**src/rtl/pipe_stage_reg_if.sv**
```systemverilog
// pipe_stage_reg_if: stage-boundary bundle, control and statistics signals
interface pipe_stage_reg_if #(
  parameter int WIDTH = 8,
  parameter int CNT_W = 16
);
  logic             stall;
  logic             flush;
  logic             valid_in;
  logic [WIDTH-1:0] d;
  logic [WIDTH-1:0] q;
  logic             valid_out;
  logic [CNT_W-1:0] stall_cnt;
  logic [CNT_W-1:0] flush_cnt;
  modport master (output stall, flush, valid_in, d, input q, valid_out, stall_cnt, flush_cnt);
  modport slave  (input stall, flush, valid_in, d, output q, valid_out, stall_cnt, flush_cnt);
endinterface

```
**src/rtl/pipe_stage_reg.sv**
```systemverilog
// pipe_stage_reg: load/stall/flush pipeline register; PIPE_REG_STATS_EN adds saturating stall/flush counters
module pipe_stage_reg #(
  parameter int               WIDTH      = 8,
  parameter logic [WIDTH-1:0] RST_VAL    = '0,
  parameter logic [WIDTH-1:0] BUBBLE_VAL = '0,
  parameter int               CNT_W      = 16
) (
  input logic              clk,
  input logic              rst,
  pipe_stage_reg_if.slave  io_stage
);
  logic [WIDTH-1:0] r_q;
  logic             r_valid;
  always_ff @(posedge clk)
    if (rst) begin
      r_q     <= RST_VAL;
      r_valid <= 1'b0;
    end else if (io_stage.flush) begin
      r_q     <= BUBBLE_VAL;
      r_valid <= 1'b0;
    end else if (!io_stage.stall) begin
      r_q     <= io_stage.d;
      r_valid <= io_stage.valid_in;
    end
  assign io_stage.q         = r_q;
  assign io_stage.valid_out = r_valid;
`ifdef PIPE_REG_STATS_EN
  logic [CNT_W-1:0] r_stall_cnt;
  logic [CNT_W-1:0] r_flush_cnt;
  always_ff @(posedge clk)
    if (rst) begin
      r_stall_cnt <= '0;
      r_flush_cnt <= '0;
    end else begin
      if (!io_stage.flush && io_stage.stall && !(&r_stall_cnt)) r_stall_cnt <= r_stall_cnt + CNT_W'(1);
      if (io_stage.flush && r_valid && !(&r_flush_cnt)) r_flush_cnt <= r_flush_cnt + CNT_W'(1);
    end
  assign io_stage.stall_cnt = r_stall_cnt;
  assign io_stage.flush_cnt = r_flush_cnt;
`else
  assign io_stage.stall_cnt = '0;
  assign io_stage.flush_cnt = '0;
`endif
endmodule
```
**src/flat_wrapper.sv**
```systemverilog
// flat-port wrapper written by rule: the top's interface ports become plain ports
module pipe_stage_reg_flat 
#(
  parameter int               WIDTH      = 8,
  parameter logic [WIDTH-1:0] RST_VAL    = '0,
  parameter logic [WIDTH-1:0] BUBBLE_VAL = '0,
  parameter int               CNT_W      = 16
)
  (clk, rst, io_stage_stall, io_stage_flush, io_stage_valid_in, io_stage_d, io_stage_q, io_stage_valid_out, io_stage_stall_cnt, io_stage_flush_cnt);
  pipe_stage_reg_if #(.WIDTH(WIDTH), .CNT_W(CNT_W)) io_stage_i ();
  input logic clk;
  input logic rst;
  input wire logic [$bits(io_stage_i.stall)-1:0] io_stage_stall;
  input wire logic [$bits(io_stage_i.flush)-1:0] io_stage_flush;
  input wire logic [$bits(io_stage_i.valid_in)-1:0] io_stage_valid_in;
  input wire logic [$bits(io_stage_i.d)-1:0] io_stage_d;
  output wire logic [$bits(io_stage_i.q)-1:0] io_stage_q;
  output wire logic [$bits(io_stage_i.valid_out)-1:0] io_stage_valid_out;
  output wire logic [$bits(io_stage_i.stall_cnt)-1:0] io_stage_stall_cnt;
  output wire logic [$bits(io_stage_i.flush_cnt)-1:0] io_stage_flush_cnt;
  assign io_stage_i.stall = io_stage_stall;
  assign io_stage_i.flush = io_stage_flush;
  assign io_stage_i.valid_in = io_stage_valid_in;
  assign io_stage_i.d = io_stage_d;
  assign io_stage_q = io_stage_i.q;
  assign io_stage_valid_out = io_stage_i.valid_out;
  assign io_stage_stall_cnt = io_stage_i.stall_cnt;
  assign io_stage_flush_cnt = io_stage_i.flush_cnt;
  pipe_stage_reg #(.WIDTH(WIDTH), .RST_VAL(RST_VAL), .BUBBLE_VAL(BUBBLE_VAL), .CNT_W(CNT_W)) u_core (.clk(clk), .rst(rst), .io_stage(io_stage_i));
endmodule
```
**config.mk**
```make
export PLATFORM = sky130hd
export DESIGN_NAME = pipe_stage_reg_flat
export DESIGN_NICKNAME = d
export VERILOG_FILES = /design/src/rtl/pipe_stage_reg_if.sv /design/src/rtl/pipe_stage_reg.sv /design/src/flat_wrapper.sv
export SDC_FILE = /design/constraint.sdc
export NUM_CORES = 1
export LEC_CHECK = 0
export ABC_AREA = 1
export BUFFER_PORTS_ARGS = -buffer_cell sky130_fd_sc_hd__buf_2
export CORE_ASPECT_RATIO = 0.9
export CORE_UTILIZATION = 38
export DETAILED_ROUTE_END_ITERATION = 16
export PLACE_DENSITY = 0.78
export SLEW_MARGIN = 10
export SYNTH_ARGS = -nofsm -noshare
export SYNTH_HDL_FRONTEND = slang
export SYNTH_SLANG_ARGS = --single-unit
```
**constraint.sdc**
```tcl
create_clock -name clk -period 0.8 [get_ports clk]
set_input_delay 0.08 -clock clk [delete_from_list [all_inputs] [get_ports clk]]
set_output_delay 0.08 -clock clk [all_outputs]
set_load 0.02 [all_outputs]
```
After elaboration in Yosys (flattened, before gate mapping)
Cells that the tools add are included.
{ "classes": {"reduce_logical": 1} }
{ "ops": {"columns": ["op", "n"], "rows": [
  ["$reduce_or A2 Y1", 1]
]} }
{ "word_totals": {"reg_bits": 9, "out_inout_bits": 41, "word_cells": 3} }

Longest topological paths before layout
Gate-level depths: netlist of the first run.
{ "logic_depth": {"word_depth": 1, "depth_mapped": 5, "depth_no_buf": 4} }

Worst setup path after synthesis of the first run
OpenSTA, ideal clock, no wires.
{ "synth_timing": {"kind": "reg2reg", "from": "reg u_core.io_stage.q[4] (netlist name)", "to": "reg u_core.r_q[4] (netlist: u_core.io_stage.q[4])", "arrival_ns": 0.669, "slack_ns": 0.069, "stages_incl_launch_ff": 5, "period_less_slack_ns": 0.731, "cell_sequence": "dfxtp_1 inv_1 nand2_4 nand2_2 nor2_2"} }
{ "synth_lines": {"columns": ["element", "line_no", "rtl"], "rows": [
  ["end signal, assigned", "pipe_stage_reg.sv:22", "r_q <= io_stage.d;"],
  ["end, declared", "pipe_stage_reg.sv:12", "logic [WIDTH-1:0] r_q;"]
]} }

Worst setup path after layout of the first run
{ "layout_timing": {"from": "reg u_core.r_q[0] (netlist: u_core.io_stage.q[0])", "to": "out io_stage_q[0]"} }
{ "layout_lines": {"columns": ["element", "line_no", "rtl"], "rows": [
  ["end, declared", "flat_wrapper.sv:17", "output wire logic [$bits(io_stage_i.q)-1:0] io_stage_q;"]
]} }
No word-level cell between the ends.

==> results_dict.tcl, run 1 <==
set metrics [dict create \
    final_non_filler_cell_area_um2 751 \
    layout.nets 126 \
    routed_wirelength_um 878 \
    yosys_most_used_dff "sky130_fd_sc_hd__dfxtp_1" \
    n_diodes 0 \
    synthesis.yosys.warnings 0 \
    layout.area.seq_um2 191 \
    syn_avg_cell_area_um2 7.52 \
    drive_gt1_share_pct 40.2 \
    clkTransAtPathRegs_ns 0.06 \
    cp_cell_sequence "buf_6" \
    synthTopCellsByArea "sky130_fd_sc_hd__buf_4 35%, sky130_fd_sc_hd__dfxtp_1 27%, sky130_fd_sc_hd__nand2_1 8.9%" \
    run_status "finished clean" \
    post-route-util_pct 45.1 \
    ant_nets 0 \
    max_vdd_drop_mv 0.936 \
    die-width_um 46.5 \
    finalClockSkew_ns 0 \
    cap_violations 0 \
    timing.critical_path.slowest_stage_cell "sky130_fd_sc_hd__dfxtp_2" \
    gp_routability_congestion 0.614 \
    fmax_mhz 1270 \
    design.die.area_um2 1950 \
    finalSetupViolations 0 \
    fin_total_pwr_mw 1.15 \
    routed_wire_length_per_instance_um 6.46 \
    clock_latency_ns 0.26 \
    worst_case_hold_slack_ns 0.0415 \
    cpLargestDelayFamily "flip-flops" \
    clkSinkCount 9 \
    worst_ep_required_time_ns 0.72 \
    cts_tree "built" \
    synth_cell_type_count 12 \
    hold_class "in2reg" \
    synthDominantCellAreaShare_pct 35.5 \
    post_drt_via_cell_ratio 3.48 \
    total_leakage_power_nw 0.412 \
    crit_arrival_ns 0.71 \
    placed_area_um2 657 \
    setup-tns-final_ns 0 \
    multi_input_gate_area_in_the_final_layout_um2 308 \
    grt_start_max_net_pins 19 \
    floorplan.initialDensity_pct 40.7 \
    crit_path_max_incr_delay_ns 0.34 \
    number_of_global_route_vias_before_repair 380 \
    worstPathBufferInverterCount 1 \
    period_minus_ws_final_ns 0.789 \
    report.final.slew_viol_count 0 \
    critical_path_peak_fanout 2 \
    cts_made_buffers 3 \
    hpwlAfterDp_um 709 \
    dr.first_iter.drc_count 1 \
    route.detailed.drc 0 \
    die_y_um 42.0 \
    ys_ff_latch 9 \
    rsz0062_at_grt "yes" \
    areaGrowthSynthToFinish_pct 10.9 \
    final-hold-violation-count 0 \
    fill_cells 176 \
    ctsHtreeMaxLevel 1 \
    synth-edff-count 0 \
    post-synth-top-count-cell "sky130_fd_sc_hd__buf_4" \
    synthCells 90 \
    critical_path.endpoint_type "primary output" \
    floorplan.rows 14 \
    cts_root_buf "sky130_fd_sc_hd__clkbuf_4" \
    grt_first_pass_wirelength_mm 1.42 \
    maximum_number_of_buffers_from_clock_root_to_sink 2 \
    crit_type "reg2out" \
    groute.usage.overall_pct 10.2 \
    placeableCoreArea_um2 1660 \
    setup.worst_path.start_class "register" \
    synth.cell_area_um2 677 \
    yosys-top-cells-count "32 x sky130_fd_sc_hd__buf_4, 16 x sky130_fd_sc_hd__nand2_1" \
    detail_route.first_pass.iterations 2 \
    cts_setup_buffers 0 \
    placement.io_buffers 21 \
    synth_largest_area_cell "sky130_fd_sc_hd__buf_4" \
    grt_overflow 0 \
    dr_total_vias 473 \
    postSynth.asyncResetShare_pct 0 \
    synth.yosys.seq_area_share_pct 26.6 \
    floorplan.io_pins 54 \
    post-route-period-util_pct 98.7 \
    powerDensity_nw_per_um2 1530 \
    grt_antenna_before_repair 0 \
]
-- layer usage --
layer | global-route usage, % | vias up | wire length [um] | share of wire, %
met4 | 7.06 | 0 | 0 | 0
met3 | 3.02 | 0 | 81 | 9.2
met5 | 0 | - | 0 | 0
met2 | 16.1 | 30 | 462 | 53
li1 | - | 240 | - | -
met1 | 11.3 | 203 | 335 | 38
-- worst min-delay path: cells and delay by family --
| kind | cells | cell delay, ns |
|---|---|---|
| buffers and inverters | 1 | 0.08 |
| and+or+nand+nor | 2 | 0.11 |
-- worst paths after layout --
check / cells after the start / from / to / slack [ns]
hold / removal: 3 / io_stage_d[2] / u_core.io_stage.q[2]$_SDFFE_PP0N_ / 0.04
setup / recovery: 1 / u_core.io_stage.q[0]$_SDFFE_PP0N_ / io_stage_q[0] / 0.01
setup reg to reg: 4 / u_core.io_stage.q[4]$_SDFFE_PP0N_ / u_core.io_stage.q[4]$_SDFFE_PP0N_ / 0.15
hold reg to reg: 4 / u_core.io_stage.valid_out$_SDFFE_PP0N_ / u_core.io_stage.valid_out$_SDFFE_PP0N_ / 0.51
-- cells by family (layout without fill, tap and decap cells) --
family	after synthesis	after routing	share of synthesized area [%]
other	1	32	0.554
and+or+nand+nor	37	37	27.7
DFF	9	9	26.6
buffers and inverters	43	34	45.1
-- registers in the layout, indices dropped and copies added (netlist names) --
name and cells:
u_core.io_stage.q 8, u_core.io_stage.valid_out 1
-- stage by stage --
stage	setup slack, ns	std cells
after floorplan	0.0691	121
after global placement	0.0925	132
after detailed placement	0.0614	132
after CTS	-0.00149	136
after global routing	-0.0193	136
final	0.0106	136
-- repair_timing --
item / CTS / global route
hold buffers: 0 / 0
setup endpoints to repair: 9 / 9
hold endpoints to repair: 0 / 0
gates resized for setup: 27 / 0
pin swaps: 0 / 0
-- placed cells by master, fill, tap and decap left out, types with 3 or more instances in the layout --
master / synthesis / final
sky130_fd_sc_hd__nand2_1: 16 / 16
sky130_fd_sc_hd__nor2_2: 9 / 9
sky130_fd_sc_hd__inv_1: 9 / 9
sky130_fd_sc_hd__dfxtp_2: 0 / 9
sky130_fd_sc_hd__conb_1: 1 / 32
sky130_fd_sc_hd__nor2_1: 9 / 9
sky130_fd_sc_hd__buf_2: 0 / 12
sky130_fd_sc_hd__clkbuf_4: 0 / 3
sky130_fd_sc_hd__buf_6: 1 / 9
-- report_power, final --
part / switching, mW / internal [mW] / leakage [nW]
Clock: 0.156 / 0.192 / 0.0150
Sequential: 0.0131 / 0.472 / 0.0774
Combinational: 0.231 / 0.0877 / 0.320
-- final cells by class --
cell class	count	share of cell area, %
clock buffer	4	3.50
multi-input combinational	69	41.0
sequential	9	25.5
timing repair buffer	21	21.5
inverter	9	4.50
tap	24	4.00
(Power assumes the default switching activity.)
==> run 2: changes to the inputs <==
--- a/config.mk
+++ b/config.mk
@@ -10,7 +10,7 @@
 export CORE_ASPECT_RATIO = 0.9
 export CORE_UTILIZATION = 38
 export DETAILED_ROUTE_END_ITERATION = 16
-export PLACE_DENSITY = 0.78
+export PLACE_DENSITY = 0.76
 export SLEW_MARGIN = 10
 export SYNTH_ARGS = -nofsm -noshare
 export SYNTH_HDL_FRONTEND = slang
==> run 2 against run 1 <==
Effect of this change:
- register-to-register slack got worse by 0.08 ns
- wire length up 0.46%
- die area is the same
- largest power group unchanged
- sequential cell count unchanged
- critical endpoint is now io_stage_valid_out
- count of clock-buffer cells in the layout unchanged
- sequential power hardly changed
- worst hold slack gained 0.0038 ns
- non-clock buffer count up 1
- combinational power about the same
- final cell count rose by 0.74%
- cell area up 1.0%
==> results_dict.tcl, run 2 (synthesis results as in run 1) <==
set metrics [dict create \
    share_comb_of_total_power_pct 28.1 \
    number_of_global_route_vias_before_repair 366 \
    clockPowerShare_pct 29.7 \
    timing.final.ws_setup_ns 0.0131 \
    maximum_number_of_buffers_from_clock_root_to_sink 2 \
    grt_overflow 0 \
    critical_path.endpoint_type "primary output" \
    final_non_filler_cell_area_um2 758 \
    number_of_buffers_added_to_fix_hold_violations_after_cts 0 \
    post-route-util_pct 45.6 \
    grt_antenna_before_repair 0 \
    max_vdd_drop_mv 0.759 \
    layout.area.seq_um2 191 \
    clock_latency_ns 0.25 \
    report.final.slew_viol_count 0 \
    int_pwr_uw 754 \
    floorplan.initialDensity_pct 40.7 \
    n_diodes 0 \
    route.detailed.drc 0 \
    worstHoldStart "io_stage_d[5]" \
    crit_type "reg2out" \
    fmax_mhz 1270 \
    period_minus_ws_final_ns 0.787 \
    dp_slack_ns 0.0466 \
    finalClockSkew_ns 0 \
    reg2regPathDepth 5 \
    most_common_library_cell_in_the_layout_ignoring_fill_and_taps "sky130_fd_sc_hd__conb_1" \
    placed_cells 132 \
    ctsHtreeMaxLevel 1 \
    gp_routability_congestion 0.653 \
    hold_class "in2reg" \
    crit_arrival_ns 0.71 \
    clkSinkCount 9 \
    power.sequential.fraction_pct 42.3 \
    routed_wirelength_um 882 \
    ant_nets 0 \
    setup-tns-final_ns 0 \
    switching_share_pct 34.3 \
    areaGrowthSynthToFinish_pct 12.0 \
    setup.worst_path.start_class "register" \
    finalSetupViolations 0 \
    multi_input_gate_area_in_the_final_layout_um2 308 \
    hpwlAfterDp_um 711 \
    worst_case_hold_slack_ns 0.0454 \
    final-hold-violation-count 0 \
    placement.io_buffers 21 \
    design.die.area_um2 1950 \
    total_leakage_power_nw 0.417 \
    die_y_um 42.0 \
    timing.critical_path.depth 1 \
    worst_ep_required_time_ns 0.72 \
    reg2reg_to "u_core.io_stage.q[3]$_SDFFE_PP0N_" \
    groute.usage.overall_pct 10.5 \
    drive_gt1_share_pct 40.7 \
    floorplan.rows 14 \
    total_switching_power_uw 394 \
    rsz0062_at_grt "yes" \
    cap_violations 0 \
    floorplan.io_pins 54 \
    die-width_um 46.5 \
    run_status "finished clean" \
    timing.critical_path.slowest_stage_cell "sky130_fd_sc_hd__dfxtp_2" \
    dr.first_iter.drc_count 6 \
    clkTransAtPathRegs_ns 0.06 \
    startpoint "u_core.io_stage.valid_out$_SDFFE_PP0N_" \
    holdPathEnd "u_core.io_stage.q[5]$_SDFFE_PP0N_" \
    post_drt_via_cell_ratio 3.43 \
    worstPathBufferInverterCount 1 \
    crit_path_max_incr_delay_ns 0.34 \
    largest_reg_flops 8 \
    regToRegStartpoint "u_core.io_stage.q[3]$_SDFFE_PP0N_" \
    cpLargestDelayFamily "flip-flops" \
    cts_root_buf "sky130_fd_sc_hd__clkbuf_4" \
    cts_made_buffers 3 \
    placeableCoreArea_um2 1660 \
    instances_no_fill 137 \
    grt_start_max_net_pins 19 \
    cts_tree "built" \
    post-route-period-util_pct 98.4 \
    placed_area_um2 657 \
    powerDensity_nw_per_um2 1510 \
    final_cell_mix "32 x sky130_fd_sc_hd__conb_1, 16 x sky130_fd_sc_hd__nand2_1, 12 x sky130_fd_sc_hd__buf_2" \
    detail_route.first_pass.iterations 2 \
    fill_cells 192 \
    cp_cell_sequence "buf_6" \
    dr_total_vias 470 \
    critical_path_peak_fanout 2 \
    fin_total_pwr_mw 1.15 \
    hold_depth 3 \
    routed_wire_length_per_instance_um 6.44 \
    ff2ff_setup_slack_ns 0.07 \
    grt_first_pass_wirelength_mm 1.46 \
    layout.nets 127 \
]
-- run 2: cell types whose count changed in the layout (fill, tap and decap cells not counted) --
cell | previous run | this run
sky130_fd_sc_hd__buf_4 | 0 | 1
-- run 2: repair_timing --
item,4_1_cts,5_1_grt
hold endpoints to repair,0,0
buffers inserted,0,1
resized for setup,27,0
setup endpoints to repair,9,9
-- run 2: area by class of cell --
class,count,area share [%]
timing repair buffer,22,22.3
clock buffer,4,3.47
tap,24,3.96
inverter,9,4.46
sequential,9,25.2
multi-input combinational,69,40.6
-- run 2: power by group through the flow --
stage | combinational, mW | clock, mW | sequential, mW
floorplan | 0.341 | 0 | 0.511
detailed placement | 0.296 | 0 | 0.486
global route | 0.354 | 0.382 | 0.488
finish | 0.322 | 0.341 | 0.485
CTS | 0.319 | 0.355 | 0.485
global placement | 0.291 | 0 | 0.487
-- run 2: layer usage --
metal	global-route usage (%)	wire length, um
met3	3.88	93
met1	11.0	336
met4	7.06	14
met2	16.7	437
met5	0	0
-- run 2: worst max-delay path by stage --
stage	end	slack [ns]
6_report	io_stage_valid_out	0.01
5_1_grt	io_stage_q[1]	-0.02
4_1_cts	io_stage_valid_out	0.001
3_5_place_dp	u_core.io_stage.q[1]$_SDFFE_PP0N_	0.05
3_3_place_gp	u_core.io_stage.q[5]$_SDFFE_PP0N_	0.09
2_1_floorplan	u_core.io_stage.q[4]$_SDFFE_PP0N_	0.07
